$ cat src/rtl/button_pulse_conditioner_pkg.sv
// Shared stopwatch board constants: clock rate, debounce timing and the
// button debounce state encoding used by every button conditioner instance.
package button_pulse_conditioner_pkg;

    localparam int CLK_HZ      = 50_000_000;
    localparam int DEBOUNCE_MS = 10;

    // Cycles needed to cover a debounce window of 'ms' milliseconds at 'clk_hz'.
    function automatic int debounce_cycles_for(input int clk_hz, input int ms);
        return (clk_hz / 1000) * ms;
    endfunction

    localparam int DEFAULT_DEBOUNCE_CYCLES = debounce_cycles_for(CLK_HZ, DEBOUNCE_MS);

    localparam logic [1:0] BTN_ST_IDLE         = 2'd0;
    localparam logic [1:0] BTN_ST_PRESS_WAIT   = 2'd1;
    localparam logic [1:0] BTN_ST_PRESSED      = 2'd2;
    localparam logic [1:0] BTN_ST_RELEASE_WAIT = 2'd3;

    typedef enum logic [1:0] {
        ST_IDLE         = BTN_ST_IDLE,
        ST_PRESS_WAIT   = BTN_ST_PRESS_WAIT,
        ST_PRESSED      = BTN_ST_PRESSED,
        ST_RELEASE_WAIT = BTN_ST_RELEASE_WAIT
    } btn_state_t;

endpackage

$ cat src/rtl/sync_2ff.sv
// Two-flop synchroniser for asynchronous board inputs; both stages clear to 0
// on a synchronous active-low reset.
module sync_2ff (
    input  logic i_clk,
    input  logic i_rst_n,
    input  logic i_d,
    output logic o_q
);

    logic r_sync1;
    logic r_sync2;

    always_ff @(posedge i_clk) begin
        if (!i_rst_n) begin
            r_sync1 <= 1'b0;
            r_sync2 <= 1'b0;
        end else begin
            r_sync1 <= i_d;
            r_sync2 <= r_sync1;
        end
    end

    assign o_q = r_sync2;

endmodule

$ cat src/rtl/button_pulse_conditioner.sv
// Raw push-button to clean events: polarity normalise, synchronise, then
// debounce into one-cycle press/release pulses and a registered level.
module button_pulse_conditioner
    import button_pulse_conditioner_pkg::*;
#(
    parameter int DEBOUNCE_CYCLES = DEFAULT_DEBOUNCE_CYCLES,
    parameter bit ACTIVE_LOW_BTN  = 1'b0,
    parameter int CNT_W           = $clog2(DEBOUNCE_CYCLES + 1)
) (
    input  logic i_clk,
    input  logic i_rst_n,
    input  logic i_btn_raw,
    output logic o_press_pulse,
    output logic o_release_pulse,
    output logic o_btn_level
);

    localparam logic [CNT_W-1:0] CNT_LAST = CNT_W'(DEBOUNCE_CYCLES - 1);

    logic             w_btn_norm;
    logic             w_btn_sync;
    btn_state_t       r_state;
    btn_state_t       w_state_next;
    logic [CNT_W-1:0] r_cnt;
    logic [CNT_W-1:0] w_cnt_next;
    logic             r_press;
    logic             w_press_next;
    logic             r_release;
    logic             w_release_next;
    logic             r_level;
    logic             w_level_next;

    // Inverting ahead of the synchroniser keeps everything downstream active-high.
    assign w_btn_norm = i_btn_raw ^ ACTIVE_LOW_BTN;

    sync_2ff u_sync (
        .i_clk   (i_clk),
        .i_rst_n (i_rst_n),
        .i_d     (w_btn_norm),
        .o_q     (w_btn_sync)
    );

    always_ff @(posedge i_clk) begin
        if (!i_rst_n) begin
            r_state   <= ST_IDLE;
            r_cnt     <= '0;
            r_press   <= 1'b0;
            r_release <= 1'b0;
            r_level   <= 1'b0;
        end else begin
            r_state   <= w_state_next;
            r_cnt     <= w_cnt_next;
            r_press   <= w_press_next;
            r_release <= w_release_next;
            r_level   <= w_level_next;
        end
    end

    always_comb begin
        w_state_next   = r_state;
        w_cnt_next     = r_cnt;
        w_press_next   = 1'b0;
        w_release_next = 1'b0;
        w_level_next   = r_level;

        case (r_state)
            ST_IDLE: begin
                if (w_btn_sync) begin
                    w_state_next = ST_PRESS_WAIT;
                    w_cnt_next   = '0;
                end
            end

            ST_PRESS_WAIT: begin
                if (!w_btn_sync) begin
                    w_state_next = ST_IDLE;
                    w_cnt_next   = '0;
                end else if (r_cnt == CNT_LAST) begin
                    w_state_next = ST_PRESSED;
                    w_press_next = 1'b1;
                    w_level_next = 1'b1;
                    w_cnt_next   = '0;
                end else begin
                    w_cnt_next = r_cnt + CNT_W'(1);
                end
            end

            ST_PRESSED: begin
                if (!w_btn_sync) begin
                    w_state_next = ST_RELEASE_WAIT;
                    w_cnt_next   = '0;
                end
            end

            ST_RELEASE_WAIT: begin
                // A single high sample during release qualification is treated as bounce.
                if (w_btn_sync) begin
                    w_state_next = ST_PRESSED;
                    w_cnt_next   = '0;
                end else if (r_cnt == CNT_LAST) begin
                    w_state_next   = ST_IDLE;
                    w_release_next = 1'b1;
                    w_level_next   = 1'b0;
                    w_cnt_next     = '0;
                end else begin
                    w_cnt_next = r_cnt + CNT_W'(1);
                end
            end

            default: begin
                w_state_next = ST_IDLE;
                w_cnt_next   = '0;
                w_level_next = 1'b0;
            end
        endcase
    end

    assign o_press_pulse   = r_press;
    assign o_release_pulse = r_release;
    assign o_btn_level     = r_level;

endmodule

$ cat config.mk
export PLATFORM = sky130hd
export DESIGN_NAME = button_pulse_conditioner
export DESIGN_NICKNAME = d
export VERILOG_FILES = /design/src/rtl/button_pulse_conditioner_pkg.sv /design/src/rtl/sync_2ff.sv /design/src/rtl/button_pulse_conditioner.sv
export SDC_FILE = /design/constraint.sdc
export NUM_CORES = 1
export LEC_CHECK = 0
export BUFFER_PORTS_ARGS = -buffer_cell sky130_fd_sc_hd__buf_2
export CAP_MARGIN = 0
export CORE_MARGIN = 5
export CORE_UTILIZATION = 50
export DETAILED_ROUTE_END_ITERATION = 10
export GPL_TIMING_DRIVEN = 0
export PLACE_DENSITY_LB_ADDON = 0.2
export SYNTH_ARGS = -nofsm -noshare
export SYNTH_HDL_FRONTEND = slang
export SYNTH_SLANG_ARGS = --single-unit
$ cat constraint.sdc
create_clock -name i_clk -period 1.9 [get_ports i_clk]
set_clock_uncertainty 0.1 [all_clocks]
set_input_delay 0.38 -clock i_clk [delete_from_list [all_inputs] [get_ports i_clk]]
set_output_delay 0.38 -clock i_clk [all_outputs]
set_load 0.01 [all_outputs]
==> summary.md, run 1 <==
| Metric | Value |
|---|---|
| Clock Power Share | `0.389` |
| Hold Crit Endpoint | `u_sync.r_sync1$_SDFF_PN0_` |
| Worst Reg2Reg Path Length in Cells | `6` |
| Commonest non-fill, non-tap cell in the layout | `dfxtp_1` |
| Logic pwr share | `0.054` |
| RR Endpoint | `r_cnt[12]$_SDFFE_PN0P_` |
| Most frequent cells in the layout | `18 x dfxtp_1, 15 x nand2_1, 11 x nor2_1` |
| CTS tree | `yes` |
| Final WL | `3250 um` |
| CP startpoint kind | `flop` |
| Crit end category | `flop` |
| Max FO, Critical Path | `6` |
| DIE AREA | `3820 um^2` |
| Final hold viol count | `0` |
| Fraction of registers with async set/reset | `0` |
| Vias in the first global route | `1082` |
| Pleak | `0.615 nW` |
| Power Density | `607 nW/um^2` |
| Sink Count | `26` |
| First-pass GRT wire length | `5040 um` |
| Die Wd | `61.8 um` |
| Port bufs | `5` |
| Gr usage total | `0.178` |
| Layout cells sized above 1 | `0.289` |
| Clk_lat worst skew | `340 ps` |
| Synthesized area | `1340 um^2` |
| Post-synth top flop | `dfxtp_1` |
| R2r startpoint | `r_cnt[11]$_SDFFE_PN0P_` |
| Final setup margin | `-11.3 ps` |
| 1st-pass router iterations | `4` |
| Count of final setup violators | `3` |
| Initial antenna violation count | `0` |
| Nets | `185` |
| Syn Area/Cell | `8.39 um^2` |
| Worst Hold Launch | `i_btn_raw` |
| CP Class | `reg2reg` |
| # rows | `18` |
| Sequential fraction of design power | `0.557` |
| Status | `finished with violations` |
| Avg Vias per Cell | `6.08` |
| Crit path cell chain | `or4_4 > nor2_4 > a21o_1 > buf_6 > o21ai_2 > a22o_1` |
| R2R setup slack | `-10 ps` |
| Clock slew at reported path FFs | `150 ps` |
| Largest net degree at the start of global routing | `16` |
| TritonCTS buffer count | `3` |
| Max VDD drop | `0.521 mV` |
| Hold depth | `2` |
| N_diodes | `0` |
| Die Ht | `61.8 um` |
| Routed Antenna Nets | `0` |
| Hold WC Path Type | `in2reg` |
| Hpwl dp | `2110 um` |
| WHS | `164 ps` |
| P_int | `0.000782 W` |
| Maximum clock frequency | `523 MHz` |
| Max Cap Violations | `0` |
| Cell variety after synth | `49` |
| H-tree lvl count | `1` |
| Initial DRC Count | `55` |
| Final worst path period share | `1.01` |
| Period minus WS final | `1910 ps` |
| Least-Margin Pin Slew | `499 ps` |
| Register Area | `538 um^2` |
| Via count | `1276` |
| CTS root buffer | `clkbuf_4` |
| CP arrival | `2050 ps` |
| Hold buffers post-CTS | `0` |
| Routability congestion estimate from global placement | `0.866` |
| Synth warn | `0` |
| Fill cells | `211` |
| Net Count, Synth | `164` |
| Post-synth EDFFs | `0` |
| Area added between synthesis and finish | `22.4%` |
| Register bit total from synthesis | `26` |
| Routed len/inst | `15.5 um` |
| Gr ovfl total | `0` |
| Switch Pwr | `0.000216 W` |
| Boundary pin count | `6` |
| Core area | `2520 um^2` |
| Worst path slowest cell | `or4_4` |
| Final Total Pwr | `0.000997 W` |
| Multi-input logic area | `833 um^2` |
| Max-slew violation count | `0` |
| Switching part of the total | `0.216` |
| Starting Density | `0.532` |
| RSZ-0062 raised after global routing | `yes` |
| Drc violations | `0` |
| Clock Tree Buf Depth | `2` |
| Failing checks | `negative setup slack` |
| Worst rel slew slack | `0.664` |
| Instance count of the mapped netlist | `160` |
| CP Data Required Time | `2040 ps` |
| Sequential share of the synthesized area | `0.388` |
| CP max stage delay | `540 ps` |
[what timing repair did]
item | in CTS | in global routing
setup buffers | 4 | 8
pin swaps | 3 | 15
gates cloned | 0 | 2
gates resized for setup | 11 | 18
setup endpoints to repair | 17 | 18
[stage by stage]
step	setup slack, ps	setup TNS [ps]	cells	util	cell area (um^2)
final	-11.3	-17.8	210	0.651	1640
after CTS	-19.7	-53.0	203	0.610	1540
after global placement	-150	-1340	195	0.559	1410
after detailed placement	-189	-1980	195	0.559	1410
after global routing	-92.4	-806	210	0.651	1640
after floorplan	21.1	0	160	-	1350
[synth_stat cells, types with 2 or more instances]
library cell,n,area (um^2)
nor3_1,2,10.0
dfxtp_1,26,521
inv_1,4,15.0
xor2_1,2,17.5
or3_1,2,12.5
nand4bb_1,2,22.5
nor2b_1,2,12.5
a21o_1,3,22.5
or4_4,2,22.5
a41oi_1,2,17.5
or4_1,2,15.0
nor2_1,11,41.3
nand2b_1,2,12.5
nand2_1,15,56.3
a31oi_1,6,37.5
a22o_1,3,26.3
a21oi_1,10,50.1
nand3_1,9,45.0
buf_2,3,15.0
nand4_1,6,37.5
mux2i_1,2,20.0
clkbuf_1,3,11.3
nor3b_1,2,15.0
o21ai_0,5,25.0
and2_1,4,25.0
o21ai_1,7,35.0
[critical path, delay by kind of cell (launching register included)]
family | cells | cell delay [ps]
AND/OR/NAND/NOR | 2 | 720
buffers and inverters | 1 | 150
flip-flops | 1 | 390
AO/OA/AOI/OAI | 3 | 470
[state kept, by name, summed over array words and instances (netlist names), named ones only]
name	cells
o_press_pulse	1
o_btn_level	1
u_sync.o_q	1
o_release_pulse	1
u_sync.r_sync1	1
r_cnt	19
r_state	1
[worst max path at each step]
stage	start	end	slack, ps	depth (start not counted)
floorplan	r_cnt[0]$_SDFFE_PN0P_	r_cnt[14]$_SDFFE_PN0P_	20	7
CTS	r_cnt[7]$_SDFFE_PN0P_	r_cnt[12]$_SDFFE_PN0P_	-20	6
finish	r_cnt[11]$_SDFFE_PN0P_	r_cnt[12]$_SDFFE_PN0P_	-10	6
global placement	r_cnt[0]$_SDFFE_PN0P_	r_cnt[14]$_SDFFE_PN0P_	-150	7
detailed placement	r_cnt[0]$_SDFFE_PN0P_	r_cnt[12]$_SDFFE_PN0P_	-190	7
global route	r_cnt[0]$_SDFFE_PN0P_	r_cnt[10]$_SDFFE_PN0P_	-90	7
[kinds of logic after synthesis]
kind of cell	synth area share
and+or+nand+nor	0.325
AOI/OAI and AO/OA	0.208
DFF	0.388
buffers and inverters	0.0419
xor gates and xnor gates	0.0130
muxes	0.0149
adders and majority gates	0.00932
[per-layer routing]
metal	up-vias	global-route usage	routed length (um)
met2	41	0.281	1480
li1	632	-	-
met3	7	0.0248	184
met4	0	0.0636	59
met1	596	0.247	1530
met5	-	0	0
[final cells by class]
class	count	area share
buffer	6	0.0251
clock buffer	3	0.0137
clock inverter	1	0.0183
inverter	4	0.00914
multi-input combinational	122	0.507
sequential	26	0.327
tap	30	0.0228
timing repair buffer	18	0.0762
[power groups by stage]
stage               logic [W]  clock network, W  registers, W
floorplan           0.0000346                 0      0.000568
global placement    0.0000461                 0      0.000570
detailed placement  0.0000471                 0      0.000570
CTS                 0.0000484          0.000391      0.000557
global route        0.0000599          0.000416      0.000557
finish              0.0000538          0.000388      0.000555
Power figures use the tool's default switching activity.
==> run 2, diff against run 1 <==
==> constraint.sdc (replaced) <==
create_clock -name i_clk -period 2.1 [get_ports i_clk]
set_clock_uncertainty 0.1 [all_clocks]
set_input_delay 0.42 -clock i_clk [delete_from_list [all_inputs] [get_ports i_clk]]
set_output_delay 0.42 -clock i_clk [all_outputs]
set_load 0.01 [all_outputs]
==> run 2 against run 1 <==
Against the previous run: the run now ends clean; via count down 2.8%; total power down 20%; non-clock buffer count down 7; routed wire length down 9.3%; largest power group unchanged; highest routed layer unchanged.
==> summary.md, run 2 (synthesis gave the netlist of run 1 again) <==
| Metric | Value |
|---|---|
| Status | `finished, final reports clean` |
| Commonest non-fill, non-tap cell in the layout | `dfxtp_1` |
| Initial DRC Count | `50` |
| Clock slew at reported path FFs | `140 ps` |
| TritonCTS buffer count | `3` |
| Boundary pin count | `6` |
| Crit path buf inv count | `1` |
| Final instance area | `1500 um^2` |
| Routed len/inst | `14.5 um` |
| WHS | `203 ps` |
| Cell family with most CP delay | `simple AND/OR/NAND/NOR gates` |
| CP startpoint kind | `flop` |
| CP max stage delay | `570 ps` |
| Hold WC Path Type | `in2reg` |
| Fill cells | `227` |
| Largest net degree at the start of global routing | `15` |
| Port bufs | `5` |
| Sink Count | `26` |
| RSZ-0062 raised after global routing | `no` |
| DP Area | `1410 um^2` |
| Placed insts | `195` |
| Count of final setup violators | `0` |
| # rows | `18` |
| Final worst path period share | `0.957` |
| Gr usage total | `0.173` |
| Met3 routed WL | `132 um` |
| DIE AREA | `3820 um^2` |
| Via count | `1240` |
| Worst path slowest cell | `or4_4` |
| Least-Margin Pin Slew | `411 ps` |
| CP Class | `reg2reg` |
| Power Density | `536 nW/um^2` |
| Avg Vias per Cell | `6.11` |
| N_diodes | `0` |
| Final WL | `2950 um` |
| Period minus WS final | `2010 ps` |
| Met2 WL | `1360 um` |
| CP arrival | `2140 ps` |
| Max Cap Violations | `0` |
| H-tree lvl count | `1` |
| First-pass GRT wire length | `4970 um` |
| CTS root buffer | `clkbuf_4` |
| Hpwl dp | `2110 um` |
| Maximum clock frequency | `498 MHz` |
| Core area | `2520 um^2` |
| Most frequent cells in the layout | `24 x dfxtp_1, 15 x nand2_1, 11 x nor2_1` |
| Starting Density | `0.532` |
| Routed Antenna Nets | `0` |
| Drc violations | `0` |
| CTS tree | `yes` |
| Post-Layout Cell Count | `203` |
| Final hold viol count | `0` |
| 1st-pass router iterations | `4` |
| Nets | `178` |
| Die Ht | `61.8 um` |
| Area added between synthesis and finish | `11.6%` |
| Vias in the first global route | `1108` |
| Max FFs per register | `19` |
| Largest Register | `r_cnt` |
| Clock Tree Buf Depth | `2` |
| Crit end category | `flop` |
| Initial antenna violation count | `0` |
| Clk_lat worst skew | `320 ps` |
| Max VDD drop | `0.494 mV` |
| Layout cells sized above 1 | `0.168` |
| Hold buffers post-CTS | `0` |
| Pleak | `0.560 nW` |
| Max FO, Critical Path | `10` |
| Routability congestion estimate from global placement | `0.891` |
| Uppermost layer routed | `met4` |
| Gr ovfl total | `0` |
| Die Wd | `61.8 um` |
| Worst rel slew slack | `0.725` |
| Crit path cell chain | `or4_4 > nor2_4 > a21o_1 > buf_6 > o21ai_1 > a22o_1` |
| CP Data Required Time | `2230 ps` |
| Max-slew violation count | `0` |
| Met1 Routed Length | `1440 um` |
## run 2: metrics by stage
step / utilization / power, W / worst slack (ps) / setup TNS (ps)
2_1_floorplan: - / 0.000545 / 165 / 0
3_3_place_gp: 0.557 / 0.000557 / -19.0 / -54.5
3_5_place_dp: 0.557 / 0.000559 / -74.3 / -342
4_1_cts: 0.575 / 0.000808 / 7.08 / 0
5_1_grt: 0.594 / 0.000838 / 4.92 / 0
6_report: 0.594 / 0.000802 / 91.0 / 0
## run 2: worst paths after layout
check / startpoint / to / slack (ps) / cells after the start
worst min-delay path: i_btn_raw / u_sync.r_sync1$_SDFF_PN0_ / 200 / 2
worst min register to register: u_sync.r_sync1$_SDFF_PN0_ / u_sync.o_q$_SDFF_PN0_ / 370 / 1
worst max-delay path: r_cnt[7]$_SDFFE_PN0P_ / r_cnt[14]$_SDFFE_PN0P_ / 90 / 6
worst max register to register: r_cnt[7]$_SDFFE_PN0P_ / r_cnt[14]$_SDFFE_PN0P_ / 90 / 6
## run 2: worst register-to-register path, stage by stage (launching register included)
cell and delay [ps]:
dfxtp_1 410, or4_4 570, nor2_4 210, a21o_1 170, buf_6 140, o21ai_1 80, a22o_1 240
## run 2: power by group
part | internal (W) | total, W | switching (W)
Sequential | 0.000497 | 0.000503 | 0.00000632
Combinational | 0.0000163 | 0.0000450 | 0.0000287
Clock | 0.000106 | 0.000254 | 0.000148
## run 2: layout make-up
cell class                 count  area (um^2)  area share
multi-input combinational    122          782       0.522
sequential                    26          528       0.353
timing repair buffer           9         55.1      0.0368
buffer                         8         43.8      0.0292
tap                           30         37.5      0.0251
clock buffer                   4         36.3      0.0242
inverter                       4         15.0      0.0100
## run 2: routing by layer
layer,global-route usage,vias to the layer above
li1,-,622
met1,0.245,585
met2,0.268,31
met3,0.0434,2
met4,0.0364,0
met5,0,-
## run 2: repair_timing
action | in CTS | in global routing
buffers inserted | 0 | 4
endpoints found under the setup margin | 12 | 11
hold endpoints to repair | 0 | 0
pin swaps | 1 | 1
resized for setup | 3 | 6
